--- config.mk ---
export PLATFORM = sky130hd
export DESIGN_NAME = route_dispatch
export DESIGN_NICKNAME = d
export VERILOG_FILES = /design/src/rtl/route_dispatch.sv
export SDC_FILE = /design/constraint.sdc
export NUM_CORES = 1
export LEC_CHECK = 0
export ABC_AREA = 1
export ABC_CLOCK_PERIOD_IN_PS = 2100
export CAP_MARGIN = 20
export CORE_ASPECT_RATIO = 0.7
export CORE_UTILIZATION = 38
export DETAILED_ROUTE_END_ITERATION = 8
export PLACE_DENSITY = 0.78
export SLEW_MARGIN = 0
export SYNTH_ARGS = -nofsm -noshare
export SYNTH_HDL_FRONTEND = slang
export SYNTH_SLANG_ARGS = --single-unit
--- constraint.sdc ---
create_clock -name clk -period 2.1 [get_ports clk]
set_input_delay 0.525 -clock clk [delete_from_list [all_inputs] [get_ports clk]]
set_output_delay 0.525 -clock clk [all_outputs]
set_load 0.05 [all_outputs]
--- src/rtl/route_dispatch.sv ---
// route_dispatch: registered stage in front of the 60-in/3-out router.
// Holds a header on the router inputs, samples the decision, then dispatches.
module route_dispatch #(
    parameter int SETTLE_CYC = 1,
    parameter int CREDITS    = 4,
    parameter int CNT_W      = 8
) (
    input  logic             clk,
    input  logic             rst_n,
    input  logic             in_valid,
    output logic             in_ready,
    input  logic [59:0]      in_hdr,
    output logic [59:0]      rt_x,
    input  logic [2:0]       rt_y,
    output logic [2:0]       out_valid,
    input  logic [2:0]       out_ready,
    output logic [59:0]      out_hdr,
    input  logic [2:0]       credit_ret,
    output logic [CNT_W-1:0] drop_cnt,
    output logic             busy
);

    typedef enum logic [1:0] {
        IDLE = 2'd0,
        EVAL = 2'd1,
        SEND = 2'd2
    } state_t;

    localparam logic [3:0] SETTLE_L = 4'(SETTLE_CYC);
    localparam logic [3:0] CRED_L   = 4'(CREDITS);

    state_t          state;
    state_t          nstate;
    logic [3:0]      settle;
    logic [1:0]      route_sel;
    logic [1:0]      y_sel;
    logic [2:0][3:0] credit;
    logic [2:0]      cred_nz;
    logic [2:0]      sel_oh;
    logic [2:0]      hs;
    logic            accept;
    logic            eval_done;
    logic            y_none;

    assign in_ready  = (state == IDLE);
    assign busy      = ~in_ready;
    assign accept    = in_valid & in_ready;
    assign eval_done = (state == EVAL) && (settle == 4'd1);
    assign y_none    = (rt_y == 3'b000);

    // Per-port "has credit" flags.
    always_comb begin
        cred_nz = 3'b000;
        for (int p = 0; p < 3; p++) begin
            cred_nz[p] = (credit[p] != 4'd0);
        end
    end

    // Lowest-index set decision bit wins.
    always_comb begin
        y_sel = 2'd0;
        unique casez (rt_y)
            3'b??1:  y_sel = 2'd0;
            3'b?10:  y_sel = 2'd1;
            3'b100:  y_sel = 2'd2;
            default: y_sel = 2'd0;
        endcase
    end

    // One-hot form of the latched route.
    always_comb begin
        sel_oh = 3'b000;
        unique case (route_sel)
            2'd0:    sel_oh = 3'b001;
            2'd1:    sel_oh = 3'b010;
            2'd2:    sel_oh = 3'b100;
            default: sel_oh = 3'b000;
        endcase
    end

    // Offer the header only on the chosen port and only with credit.
    always_comb begin
        out_valid = 3'b000;
        if (state == SEND) begin
            out_valid = sel_oh & cred_nz;
        end
    end

    assign hs = out_valid & out_ready;

    // Next-state logic.
    always_comb begin
        nstate = state;
        unique case (state)
            IDLE: begin
                if (accept) begin
                    nstate = EVAL;
                end
            end
            EVAL: begin
                if (settle == 4'd1) begin
                    nstate = y_none ? IDLE : SEND;
                end
            end
            SEND: begin
                if (|hs) begin
                    nstate = IDLE;
                end
            end
            default: nstate = IDLE;
        endcase
    end

    // State register.
    always_ff @(posedge clk or negedge rst_n) begin
        if (!rst_n) begin
            state <= IDLE;
        end else begin
            state <= nstate;
        end
    end

    // Settle timer: loaded on accept, counts down while evaluating.
    always_ff @(posedge clk or negedge rst_n) begin
        if (!rst_n) begin
            settle <= 4'd0;
        end else if (accept) begin
            settle <= SETTLE_L;
        end else if (state == EVAL) begin
            settle <= settle - 4'd1;
        end
    end

    // Header capture; held until the next accept.
    always_ff @(posedge clk or negedge rst_n) begin
        if (!rst_n) begin
            rt_x    <= '0;
            out_hdr <= '0;
        end else if (accept) begin
            rt_x    <= in_hdr;
            out_hdr <= in_hdr;
        end
    end

    // Latch the chosen port when the decision is sampled.
    always_ff @(posedge clk or negedge rst_n) begin
        if (!rst_n) begin
            route_sel <= 2'd0;
        end else if (eval_done && !y_none) begin
            route_sel <= y_sel;
        end
    end

    // Saturating count of headers the router sent nowhere.
    always_ff @(posedge clk or negedge rst_n) begin
        if (!rst_n) begin
            drop_cnt <= '0;
        end else if (eval_done && y_none && (drop_cnt != '1)) begin
            drop_cnt <= drop_cnt + 1'b1;
        end
    end

    // Per-port credits: a return and a handshake together cancel out.
    always_ff @(posedge clk or negedge rst_n) begin
        if (!rst_n) begin
            for (int p = 0; p < 3; p++) begin
                credit[p] <= CRED_L;
            end
        end else begin
            for (int p = 0; p < 3; p++) begin
                if (hs[p] && !credit_ret[p]) begin
                    credit[p] <= credit[p] - 4'd1;
                end else if (credit_ret[p] && !hs[p]
                             && (credit[p] != CRED_L)) begin
                    credit[p] <= credit[p] + 4'd1;
                end
            end
        end
    end

endmodule

## Word-level counts from Yosys, hierarchy flattened

Index checks and enable logic that the tools add are counted.
W data, S select, Z words.

- Reduce and logical (&&, ||, !) cells: 32
- $add $sub $neg: 8
- Mux-type cells: 16
- Bitwise gates (word level): 4
- Eq/ne operators: 14

Operator list:

| cell | count |
|---|---|
| $mux W4 | 8 |
| $sub A4 B1 Y4 const B | 4 |
| $logic_and A1 B1 Y1 | 13 |
| $add A4 B1 Y4 const B | 3 |
| $ne A4 B3 Y1 const B | 3 |
| $reduce_bool A4 Y1 | 3 |
| $pmux W3 S3 | 1 |
| $add A8 B1 Y8 const B | 1 |
| $mux W2 | 4 |
| $ne A8 B8 Y1 const B | 1 |
| $reduce_bool A2 Y1 | 4 |
| $logic_not A1 Y1 | 7 |
| $and A3 B3 Y3 | 2 |
| $eq A2 B2 Y1 const B | 3 |
| $pmux W2 S3 | 1 |
| $eq A2 B1 Y1 const B | 2 |
| $eq A4 B1 Y1 const B | 1 |
| $logic_not A2 Y1 | 2 |
| $ne A2 B1 Y1 const B | 2 |
| $pmux W2 S2 | 1 |
| $eq A3 B3 Y1 const B | 1 |
| $logic_not A3 Y1 | 1 |
| $mux W3 | 1 |
| $reduce_and A3 Y1 | 1 |
| 4 further kinds | 4 |

- Register bits: 88
- Input port bits: 72
- Word-level logic and storage cells: 82
- Output and inout bits: 133

## Depth between registers and ports, before layout

Gate-level depths: netlist (run 1).

- Word-level depth: 10
- Mapped depth: 14
- Gate-level depth less buffers: 14

## Worst setup path before layout (run 1)

No wires, ideal clock.

- Path kind: reg-to-reg
- From: register credit[10] (netlist bit)
- To: register credit[11] (netlist bit)
- Library setup time: 0.125 ns
- Cell stages (with the launch flop): 15
- Data required time: 1.975 ns
- Arrival time: 2.381 ns
- Buffers on the path: 0
- Slack: -0.406 ns
- Cells stage by stage: dfstp_2 -> inv_1 -> nand4_1 -> nand2_1 -> nor2_2 -> nand3b_2 -> inv_1 -> ha_1 -> nand2_1 -> nor2_1 -> a211oi_1 -> nand2_1 -> nand2_1 -> nor2_1 -> xor2_1

- Longest elaborated chain between the ends: 8

RTL lines:

| what | RTL line | text |
|---|---|---|
| start: declaration | 37 | `logic [2:0][3:0] credit;` |
| start signal: indexed assignment | 172 | `credit[p] <= credit[p] - 4'd1;` |
| start signal: indexed assignment | 175 | `credit[p] <= credit[p] + 4'd1;` |
| $reduce_bool A4 Y1 * | 55 | `cred_nz[p] = (credit[p] != 4'd0);` |
| $and A3 B3 Y3 * | 85 | `out_valid = sel_oh & cred_nz;` |
| $mux W3 * | 84 | `if (state == SEND) begin` |
| net out_valid[2] | 15 | `output logic [2:0] out_valid,` |
| $and A3 B3 Y3 * | 89 | `assign hs = out_valid & out_ready;` |
| $logic_not A1 Y1 | 173 | `end else if (credit_ret[p] && !hs[p]` |
| $logic_and A1 B1 Y1 | 173 |  |
| $logic_and A1 B1 Y1 | 174 | `&& (credit[p] != CRED_L)) begin` |
| $reduce_bool A2 Y1 (no line) | -- |  |

Mark *: on every way through the listed nets, which the timed path passes. The rest lies on a longest branch. The select of a mux whose other input is x is not followed.
A chain may end at the register's enable or synchronous reset.

## Worst setup path in the final report (run 1)

- From: register credit[10] (netlist bit)
- To: register credit[11] (netlist bit)

- Longest elaborated chain between the ends: 8

RTL lines:

| what | RTL line |
|---|---|
| $reduce_bool A4 Y1 | 55 |
| $and A3 B3 Y3 | 85 |
| $mux W3 | 84 |
| $and A3 B3 Y3 | 89 |
| $logic_not A1 Y1 | 173 |
| $logic_and A1 B1 Y1 | 173 |
| $logic_and A1 B1 Y1 | 174 |
| $reduce_bool A2 Y1 (no line) | -- |

Parallel ways exist; a longest one is shown, timed or not. The select of a mux whose other input is x is not followed.

==> impl_metrics.ini, run 1 <==
[yosys]
synth_nets = 471
synth_top_area_share_pct = 48.5
yosysSeqAreaShare_pct = 50.3
syn_avg_cell_area_um2 = 11.3
yosys.area.top_type = dfrtp_1
synth.most_common_cell = dfrtp_1
synth_top_flop_cell = dfrtp_1
netlist-cell-type-count = 33
ys_ff_latch = 88
synth_area_leaders = dfrtp_1, mux2_2, buf_4
ys_top_cells_by_count = dfrtp_1, mux2_2, buf_4
synthArstFlopShare_pct = 100
synth_edf_count = 0
synth_cells = 389
netlist_area_um2 = 4390
synth-warning-count = 0

[worst_setup_path]
path_class = reg -> reg
crit_buf_inv = 2
startpoint_type = flip-flop
rr_startpoint = credit[10]
worstPathCellList = inv_2, nand4_1, nand2_2, nor2_4, nand3b_4, inv_4, ha_4, nand2_2, nor2_2, a211oi_2, nand2_1, nand2_1, nor2_1, xor2_1
crit_required_ns = 2.31
slowest_delay_ns = 0.55
crit_slowest_cell = dfstp_2
arrival_ns = 2.28
startpoint = credit[10]
crit_path_end_kind = flip-flop
cp_max_fo = 3
critical_path.top_delay_family = simple AND/OR/NAND/NOR gates

[layout]
syn_to_final_growth_pct = 53.0
regArea_um2 = 2210
final_nets = 636
antenna_cells = 0
fill_cells = 909
multi_input_area_um2 = 1670
drive_above_1_share_pct = 28.9

[clock_tree]
max-clock-path-buffers = 2
tritoncts = built
path_clk_slew_ns = 0.06
cts_sinks = 88
numCtsBuffers = 9
htreeDepth = 3
cts_root_buf = clkbuf_16
clk_latency_ns = 0.33

[detailed_routing]
viasPerCell = 4.50
antenna_left = 0
firstDrtPassIters = 4
vias = 3202
routed_wl_um = 11000
wire_per_inst_um = 15.4
drc = 0
drtIter0Drc = 68

[timing]
skew_ns = 0.00770
relSlewSlack_pct = 63.8
setup-tns-final_ns = 0
drv_slew = 0
period_needed_ns = 2.07
setup_viol = 0
fmax_ghz = 0.483
rsz0062_at_grt = yes
fin_crit_sh_pct = 98.5
worst_slew_pin_slew_ns = 0.541
hold_viol_final = 0

[hold_path]
hp-start = credit[8]
hp-class = reg -> reg

[floorplan]
die_x_um = 130
die-area_um2 = 12000
coreArea_um2 = 11100
initial_core_util_pct = 39.4
ioPinCount = 205
num_rows = 32
dieHeight_um = 91.9

[placed_design]
hpwl_um = 8410
gp_congestion = 0.815
io_buffers = 204

[job]
maxCapViolations = 0

[status]
status = completed

[global_route]
grt_pass1_wl_um = 16700
grtUsageTotal_pct = 18.1
grt_overflow_total = 0
grt_pass1_vias = 3254
grt_max_degree = 59
antenna_found_initial = 0
==> final timing paths <==
check	depth (start not counted)	slack, ns	endpoint
hold / removal	1	0.47	credit[8]
min in group asynchronous	2	0.54	credit[1]
setup reg to reg	14	0.03	credit[11]
setup / recovery	14	0.03	credit[11]
hold reg to reg	1	0.47	credit[8]
max in group asynchronous	3	1.00	credit[6]
==> through the flow <==
step / cell area, µm² / hold WS (ns) / setup slack (ns) / utilization (%) / std cells
floorplan: 4420 / 0.229 / -0.112 / - / 389
global placement: 6260 / 0.341 / -0.182 / 56.2 / 691
detailed placement: 6260 / 0.341 / -0.265 / 56.2 / 691
CTS: 6580 / 0.482 / 0.00390 / 59.1 / 708
global route: 6720 / 0.500 / -0.105 / 60.3 / 711
finish: 6720 / 0.474 / 0.0306 / 60.3 / 711
==> metal layers <==
metal  wire length, µm  up-vias  global-route usage, %
met2              5520       99                   31.4
met1              4580     1541                   21.9
met5                 0        -                      0
li1                  -     1556                      -
met4                60        0                   3.16
met3               798        6                   5.89
==> placed cells by master, fill, tap and decap left out, types with 8 or more instances in the layout <==
cell,netlist,routed
xor2_1,9,9
clkdlybuf4s50_1,0,147
nand3_1,14,13
dfrtp_1,85,85
nand4_1,8,8
dlymetal6s2s_1,0,26
clkbuf_16,0,9
buf_4,60,41
mux2_2,62,62
nor2_1,23,20
inv_1,23,21
nand2_1,37,34
==> kinds of logic after synthesis <==
family,share of synthesized area (%)
AO/OA/AOI/OAI,2.48
XOR/XNOR,3.19
adder cells (fa/ha/maj),3.19
buffers and inverters,13.5
flip-flops,50.3
multiplexers,15.9
AND/OR/NAND/NOR,11.4
==> flip-flops by register name, indices dropped and copies added (netlist names) <==
register   cells
route_sel      2
out_hdr       60
drop_cnt       8
settle         4
credit        12
state          2
==> layout make-up <==
cell class	count	area share (%)
sequential	88	32.8
tap	153	2.85
timing repair buffer	221	33.3
clock inverter	5	0.950
inverter	29	1.66
multi-input combinational	205	24.9
clock buffer	10	3.56
==> timing repair <==
item | CTS | global route
setup buffers | 1 | 3
pin swaps | 1 | 12
endpoints found under the setup margin | 2 | 30
hold buffers | 1 | 0
gates resized for setup | 0 | 37
hold endpoints to repair | 3 | 0
Power of run 1 is not shown: default switching activity piles up to over one toggle a cycle in this logic, so the estimate is an artifact.
==> run 2, diff against run 1 <==
- CORE_MARGIN: not set -> 1
==> results of run 2 <==
Same layout as run 1: the final DEF is identical, and so are final timing and power.
Power of run 2 is left out for the same reason.
